`config.mk`:
```
export PLATFORM = sky130hd
export DESIGN_NAME = uart_tx_ctrl_flat
export DESIGN_NICKNAME = d
export VERILOG_FILES = /design/src/rtl/uart_pkg.sv /design/src/rtl/uart_tx_ctrl_if.sv /design/src/rtl/uart_sync_fifo.sv /design/src/rtl/uart_tx_ctrl.sv /design/src/flat_wrapper.sv
export SDC_FILE = /design/constraint.sdc
export NUM_CORES = 1
export LEC_CHECK = 0
export ABC_AREA = 0
export BUFFER_PORTS_ARGS = -buffer_cell sky130_fd_sc_hd__buf_4
export CAP_MARGIN = 20
export CORE_MARGIN = 4
export CORE_UTILIZATION = 45
export CTS_CLUSTER_SIZE = 12
export DETAILED_ROUTE_END_ITERATION = 10
export PLACE_DENSITY = 0.82
export SYNTH_ARGS = -nofsm -noshare
export SYNTH_HDL_FRONTEND = slang
export SYNTH_SLANG_ARGS = --single-unit
export TNS_END_PERCENT = 1
```
`constraint.sdc`:
```
create_clock -name clk -period 1.75 [get_ports clk]
set_input_delay 0 -clock clk [delete_from_list [all_inputs] [get_ports clk]]
set_output_delay 0 -clock clk [all_outputs]
set_load 0.1 [all_outputs]
```
`src/rtl/uart_pkg.sv`:
```
// uart_pkg: shared UART register bit positions and default FIFO depth
package uart_pkg;
  localparam int UART_FIFO_DEPTH = 16;
  localparam int FCR_FIFO_EN = 0;
  localparam int FCR_TX_FIFO_RST = 2;
  localparam int IER_ETXE = 1;
  localparam int LSR_THRE = 5;
  localparam int LSR_TEMT = 6;
endpackage

```
`src/rtl/uart_tx_ctrl_if.sv`:
```
// uart_tx_ctrl_if: register-file/shifter side bundle of the transmit controller
interface uart_tx_ctrl_if #(parameter int DEPTH = 16, parameter int DW = 8);
  logic wr_thr;
  logic [DW-1:0] wdata;
  logic fifo_en;
  logic tx_fifo_rst;
  logic etxe;
  logic iir_thre_rd;
  logic tx_pop;
  logic tx_sreg_empty;
  logic thre;
  logic [DW-1:0] tx_din;
  logic thre_status;
  logic temt;
  logic thre_int;
  logic [$clog2(DEPTH):0] level;
  logic wr_drop;
  modport master (
    output wr_thr, wdata, fifo_en, tx_fifo_rst, etxe, iir_thre_rd, tx_pop, tx_sreg_empty,
    input thre, tx_din, thre_status, temt, thre_int, level, wr_drop
  );
  modport slave (
    input wr_thr, wdata, fifo_en, tx_fifo_rst, etxe, iir_thre_rd, tx_pop, tx_sreg_empty,
    output thre, tx_din, thre_status, temt, thre_int, level, wr_drop
  );
endinterface

```
`src/rtl/uart_sync_fifo.sv`:
```
// uart_sync_fifo: transmit holding storage with flush, head overwrite and entry count
module uart_sync_fifo #(
  parameter int DEPTH = 16,
  parameter int DW = 8
) (
  input  logic clk,
  input  logic rst_n,
  input  logic flush,
  input  logic push,
  input  logic pop,
  input  logic ovw,
  input  logic [DW-1:0] din,
  output logic [DW-1:0] dout,
  output logic [$clog2(DEPTH):0] level
);
  if (DEPTH == 1) begin : g_reg
    logic [DW-1:0] q;
    logic v;
    always_ff @(posedge clk or negedge rst_n)
      if (!rst_n) begin
        q <= '0;
        v <= 1'b0;
      end else if (flush) v <= 1'b0;
      else begin
        if (push | ovw) q <= din;
        v <= push | (v & ~pop);
      end
    assign level = v;
    assign dout = v ? q : '0;
  end else begin : g_ram
    localparam int AW = $clog2(DEPTH);
    logic [DW-1:0] mem [DEPTH];
    logic [AW-1:0] rd_ptr, wr_ptr;
    always_ff @(posedge clk)
      if (!flush) begin
        if (push) mem[wr_ptr] <= din;
        if (ovw) mem[rd_ptr] <= din;
      end
    always_ff @(posedge clk or negedge rst_n)
      if (!rst_n) begin
        rd_ptr <= '0;
        wr_ptr <= '0;
        level <= '0;
      end else if (flush) begin
        rd_ptr <= '0;
        wr_ptr <= '0;
        level <= '0;
      end else begin
        if (push) wr_ptr <= wr_ptr + 1'b1;
        if (pop) rd_ptr <= rd_ptr + 1'b1;
        level <= level + {{AW{1'b0}}, push} - {{AW{1'b0}}, pop};
      end
    assign dout = (level != '0) ? mem[rd_ptr] : '0;
  end
endmodule

```
`src/rtl/uart_tx_ctrl.sv`:
```
// uart_tx_ctrl: UART transmit holding FIFO, shifter handshake, THRE/TEMT status and THRE interrupt
// FIFO mode is built only with UART_TX_CTRL_FIFO_EN defined; otherwise a single holding register.
module uart_tx_ctrl import uart_pkg::*; #(
  parameter int DEPTH = UART_FIFO_DEPTH,
  parameter int DW = 8
) (
  input logic clk,
  input logic rst_n,
  uart_tx_ctrl_if.slave bus
);
  localparam int LW = $clog2(DEPTH) + 1;
  logic fifo_mode, flush;
`ifdef UART_TX_CTRL_FIFO_EN
  localparam int FD = DEPTH;
  logic fifo_en_q;
  always_ff @(posedge clk or negedge rst_n)
    if (!rst_n) fifo_en_q <= 1'b0;
    else fifo_en_q <= bus.fifo_en;
  assign fifo_mode = bus.fifo_en;
  assign flush = bus.tx_fifo_rst | (bus.fifo_en ^ fifo_en_q);
`else
  localparam int FD = 1;
  assign fifo_mode = 1'b0;
  assign flush = bus.tx_fifo_rst;
`endif
  localparam int FLW = $clog2(FD) + 1;
  logic [FLW-1:0] lvl;
  logic pop_q, etxe_q, thre_ip, wr_drop_q;
  logic full, pop_adv, blocked, push, pop, ovw, ip_set;
  assign full = fifo_mode ? (lvl == FLW'(FD)) : (lvl != '0);
  // only the rising edge of the shifter's held pop level consumes an entry
  assign pop_adv = bus.tx_pop & ~pop_q & (lvl != '0);
  assign blocked = bus.wr_thr & full & ~pop_adv & ~flush;
  assign push = bus.wr_thr & ~flush & (~full | pop_adv);
  assign pop = pop_adv & ~flush;
  assign ovw = blocked & ~fifo_mode;
  assign ip_set = ((lvl != '0) & (flush | (pop & (lvl == FLW'(1)) & ~push)))
                | (bus.etxe & ~etxe_q & (lvl == '0));
  always_ff @(posedge clk or negedge rst_n)
    if (!rst_n) begin
      pop_q <= 1'b0;
      etxe_q <= 1'b0;
      thre_ip <= 1'b0;
      wr_drop_q <= 1'b0;
    end else begin
      pop_q <= bus.tx_pop;
      etxe_q <= bus.etxe;
      thre_ip <= ip_set | (thre_ip & ~(push | ovw | bus.iir_thre_rd));
      wr_drop_q <= blocked & fifo_mode;
    end
  uart_sync_fifo #(.DEPTH(FD), .DW(DW)) u_fifo (
    .clk(clk),
    .rst_n(rst_n),
    .flush(flush),
    .push(push),
    .pop(pop),
    .ovw(ovw),
    .din(bus.wdata),
    .dout(bus.tx_din),
    .level(lvl)
  );
  assign bus.thre = (lvl == '0);
  assign bus.thre_status = bus.thre;
  assign bus.temt = bus.thre & bus.tx_sreg_empty;
  assign bus.thre_int = bus.etxe & thre_ip;
  assign bus.level = LW'(lvl);
  assign bus.wr_drop = wr_drop_q;
endmodule

```
`src/flat_wrapper.sv`:
```
// flat-port wrapper written by rule: the top's interface ports become plain ports
module uart_tx_ctrl_flat import uart_pkg::*;
#(
  parameter int DEPTH = UART_FIFO_DEPTH,
  parameter int DW = 8
)
  (clk, rst_n, bus_wr_thr, bus_wdata, bus_fifo_en, bus_tx_fifo_rst, bus_etxe, bus_iir_thre_rd, bus_tx_pop, bus_tx_sreg_empty, bus_thre, bus_tx_din, bus_thre_status, bus_temt, bus_thre_int, bus_level, bus_wr_drop);
  uart_tx_ctrl_if #(.DEPTH(DEPTH), .DW(DW)) bus_i ();
  input logic clk;
  input logic rst_n;
  input wire logic [$bits(bus_i.wr_thr)-1:0] bus_wr_thr;
  input wire logic [$bits(bus_i.wdata)-1:0] bus_wdata;
  input wire logic [$bits(bus_i.fifo_en)-1:0] bus_fifo_en;
  input wire logic [$bits(bus_i.tx_fifo_rst)-1:0] bus_tx_fifo_rst;
  input wire logic [$bits(bus_i.etxe)-1:0] bus_etxe;
  input wire logic [$bits(bus_i.iir_thre_rd)-1:0] bus_iir_thre_rd;
  input wire logic [$bits(bus_i.tx_pop)-1:0] bus_tx_pop;
  input wire logic [$bits(bus_i.tx_sreg_empty)-1:0] bus_tx_sreg_empty;
  output wire logic [$bits(bus_i.thre)-1:0] bus_thre;
  output wire logic [$bits(bus_i.tx_din)-1:0] bus_tx_din;
  output wire logic [$bits(bus_i.thre_status)-1:0] bus_thre_status;
  output wire logic [$bits(bus_i.temt)-1:0] bus_temt;
  output wire logic [$bits(bus_i.thre_int)-1:0] bus_thre_int;
  output wire logic [$bits(bus_i.level)-1:0] bus_level;
  output wire logic [$bits(bus_i.wr_drop)-1:0] bus_wr_drop;
  assign bus_i.wr_thr = bus_wr_thr;
  assign bus_i.wdata = bus_wdata;
  assign bus_i.fifo_en = bus_fifo_en;
  assign bus_i.tx_fifo_rst = bus_tx_fifo_rst;
  assign bus_i.etxe = bus_etxe;
  assign bus_i.iir_thre_rd = bus_iir_thre_rd;
  assign bus_i.tx_pop = bus_tx_pop;
  assign bus_i.tx_sreg_empty = bus_tx_sreg_empty;
  assign bus_thre = bus_i.thre;
  assign bus_tx_din = bus_i.tx_din;
  assign bus_thre_status = bus_i.thre_status;
  assign bus_temt = bus_i.temt;
  assign bus_thre_int = bus_i.thre_int;
  assign bus_level = bus_i.level;
  assign bus_wr_drop = bus_i.wr_drop;
  uart_tx_ctrl #(.DEPTH(DEPTH), .DW(DW)) u_core (.clk(clk), .rst_n(rst_n), .bus(bus_i));
endmodule
```
==> flow_summary.json <==
{
  "ios": 35,
  "status": "complete, no violations",
  "synth_top_family_by_area": "multiplexers",
  "muxShareOfSynthArea_pct": 18.9,
  "yosysMostFrequentCell": "dfrtp_1",
  "ys.flop_type": "dfrtp_1",
  "dpl-instance-area_sq_um": 793,
  "drc": 0,
  "core_region_area_sq_um": 1300,
  "fin_tns_setup_ns": 0,
  "yosysSeqAreaShare_pct": 48.9,
  "drt_iter0_drc": 2,
  "area_delta_synth_final_pct": 53.0,
  "num_antenna_cells": 0,
  "synth-edff-count": 0,
  "post_cts_buffers": 0,
  "finalCriticalPeriod_ns": 1.33,
  "worstReg2RegStart": "u_core.u_fifo.level",
  "swShare_pct": 42.2,
  "nFillCells": 95,
  "insertion_delay_ns": 0.26,
  "holdWs_ns": 0.114,
  "grt_pass1_wl_microns": 2270,
  "criticalPathCategory": "reg -> out",
  "maxCapViolations": 0,
  "final_util_pct": 72.2,
  "endpoint_kind": "output port",
  "cts_tree": "done",
  "min_to": "u_core.thre_ip",
  "rr_worst_depth": 2,
  "setup_violations": 0,
  "crit_arrival_ns": 1.33,
  "finalHoldViolations": 0,
  "drive_gt1_share_pct": 50.6,
  "powerDensity_nw_per_um2": 1040,
  "worstHoldStart": "bus_iir_thre_rd",
  "internal_power_uw": 564,
  "pwr-share-clk_pct": 22.1,
  "chipWidth_microns": 45.0,
  "first_global_vias": 488,
  "hold_class": "in -> reg",
  "clk_path_buf_depth": 2,
  "min_path_cells": 4,
  "syn_inst": 49,
  "yosysTopAreaCellShare_pct": 48.9,
  "async_reset_ff_share_pct": 100,
  "dp_cells": 87,
  "start_kind": "register",
  "cts-htree-levels": 1,
  "combPwrFrac_pct": 43.7,
  "clkTransAtPathRegs_ns": 0.08,
  "fmax_mhz": 752,
  "worstPathMaxFanout": 13,
  "cts.sinks": 12,
  "seq_power_share_pct": 34.2,
  "overflow": 0,
  "syn_avg_cell_area_sq_um": 12.5,
  "dieHeight_microns": 45.0,
  "ir_drop_v": 0.000705,
  "cts_made_buffers": 3,
  "gr-usage-all-layers_pct": 16.3,
  "firstDrtPassIters": 2,
  "slew_viol_final": 0,
  "vias": 460,
  "cp.required_ns": 1.75,
  "dpl.hpwl_microns": 858,
  "yosys.area_share.simple_pct": 13.4,
  "synth_top_area_cell": "dfrtp_1",
  "cts_resized": 0,
  "grt_antenna_before_repair": 0,
  "fp-row-count": 13,
  "hold_buffers": 11,
  "start_util_pct": 47.2,
  "fin_crit_sh_pct": 76.0,
  "fin_cells": 102,
  "rsz0062_at_grt": "false",
  "gp_congestion": 0.613,
  "rr_endpoint": "u_core.thre_ip",
  "routedWlPerCell_microns": 13.7,
  "fp.dieArea_sq_um": 2020,
  "power.leakage_uw": 0.000484,
  "syn_area_sq_um": 614,
  "routed_via_density": 4.51,
  "fin_skew_ns": 0.000352,
  "synth-compound-area-share_pct": 5.30,
  "synth_common_cells": "12 x dfrtp_1, 9 x and2_1, 7 x buf_4, 7 x mux2_4, 3 x inv_1",
  "io_buffers": 28,
  "synth.area.top_cells": "dfrtp_1 49%, mux2_4 17%, and2_1 9.2%",
  "final_nets": 105,
  "cts-root-buf": "clkbuf_4",
  "yosys_warnings": 0,
  "ant_nets": 0,
  "design_area_sq_um": 940,
  "synth_cell_types": 16,
  "ys_seq_elements": 12,
  "ff2ff_setup_slack_ns": 0.65,
  "synth-adder-area-share_pct": 0,
  "p_switching_uw": 413,
  "grt_max_degree": 14,
  "synth-xor-area-share_pct": 0,
  "drt_wl_total_microns": 1400
}
-- sequential cells by signal, indices dropped and copies added, names as in the netlist --
register / count
u_core.etxe_q: 1
u_core.pop_q: 1
u_core.thre_ip: 1
u_core.u_fifo.g_reg.q: 8
u_core.u_fifo.level: 1
-- metrics by stage --
stage | worst slack [ns] | total power, uW
after detailed placement | 0.656 | 744
after global placement | 0.682 | 738
final | 0.421 | 977
after global routing | 0.329 | 1020
after CTS | 0.428 | 982
after floorplan | 0.321 | 673
-- cell type report --
| class | count | area (sq um) | area share, % |
|---|---|---|---|
| clock buffers | 4 | 36.3 | 3.86 |
| well taps | 15 | 18.8 | 2.00 |
| inverters | 3 | 11.3 | 1.20 |
| multi-input cells | 29 | 253 | 26.9 |
| flip-flops and latches | 12 | 300 | 32.0 |
| repair buffers | 39 | 320 | 34.1 |
-- cell families (layout without fill, tap and decap cells) --
family                 Yosys count  count (layout)
flip-flops                      12              12
AND/OR/NAND/NOR                 12              12
buffers and inverters           12              46
multiplexers                     8               8
AO/OA/AOI/OAI                    4               4
other                            1               5
-- critical path, cell delays in order (launching register included) --
cell and delay (ns):
dfrtp_1 0.56, and2_1 0.20, buf_4 0.29
-- cell usage in the layout, fill, tap and decap left out --
| master | synthesis | layout |
|---|---|---|
| a21o_2 | 1 | 1 |
| a21oi_1 | 1 | 1 |
| and2_1 | 9 | 9 |
| buf_4 | 7 | 28 |
| clkbuf_4 | 0 | 3 |
| clkbuf_8 | 0 | 1 |
| conb_1 | 1 | 5 |
| dfrtp_1 | 12 | 12 |
| dlygate4sd3_1 | 0 | 11 |
| inv_1 | 3 | 3 |
| mux2_2 | 1 | 1 |
| mux2_4 | 7 | 7 |
| nand2b_1 | 1 | 1 |
| nor2b_2 | 0 | 1 |
| nor2b_4 | 1 | 1 |
| o31ai_1 | 1 | 1 |
| o32a_2 | 1 | 1 |
-- power by group through the flow --
stage | clock [uW] | sequential, uW | combinational (uW)
3_5_place_dp | 0 | 339 | 405
5_1_grt | 238 | 340 | 443
6_report | 216 | 334 | 427
3_3_place_gp | 0 | 337 | 401
4_1_cts | 222 | 334 | 426
2_1_floorplan | 0 | 329 | 344
-- worst max path at each step --
| stage | start | endpoint | slack, ns | cells after the start |
|---|---|---|---|---|
| 2_1_floorplan | u_core.u_fifo.level | bus_thre_status | 0.32 | 2 |
| 3_3_place_gp | u_core.u_fifo.level | u_core.thre_ip | 0.68 | 2 |
| 3_5_place_dp | u_core.u_fifo.level | u_core.thre_ip | 0.66 | 2 |
| 4_1_cts | u_core.u_fifo.level | bus_tx_din[3] | 0.43 | 2 |
| 5_1_grt | u_core.u_fifo.level | bus_tx_din[6] | 0.33 | 2 |
| 6_report | u_core.u_fifo.level | bus_tx_din[6] | 0.42 | 2 |
-- routing by layer --
layer | global-route usage (%) | vias to the layer above | wire, microns
li1 | - | 224 | -
met5 | 0 | - | 0
met2 | 28.2 | 17 | 792
met1 | 19.2 | 217 | 502
met3 | 2.39 | 2 | 95
met4 | 8.77 | 0 | 12
No activity file was read; power rests on OpenSTA's default activity.
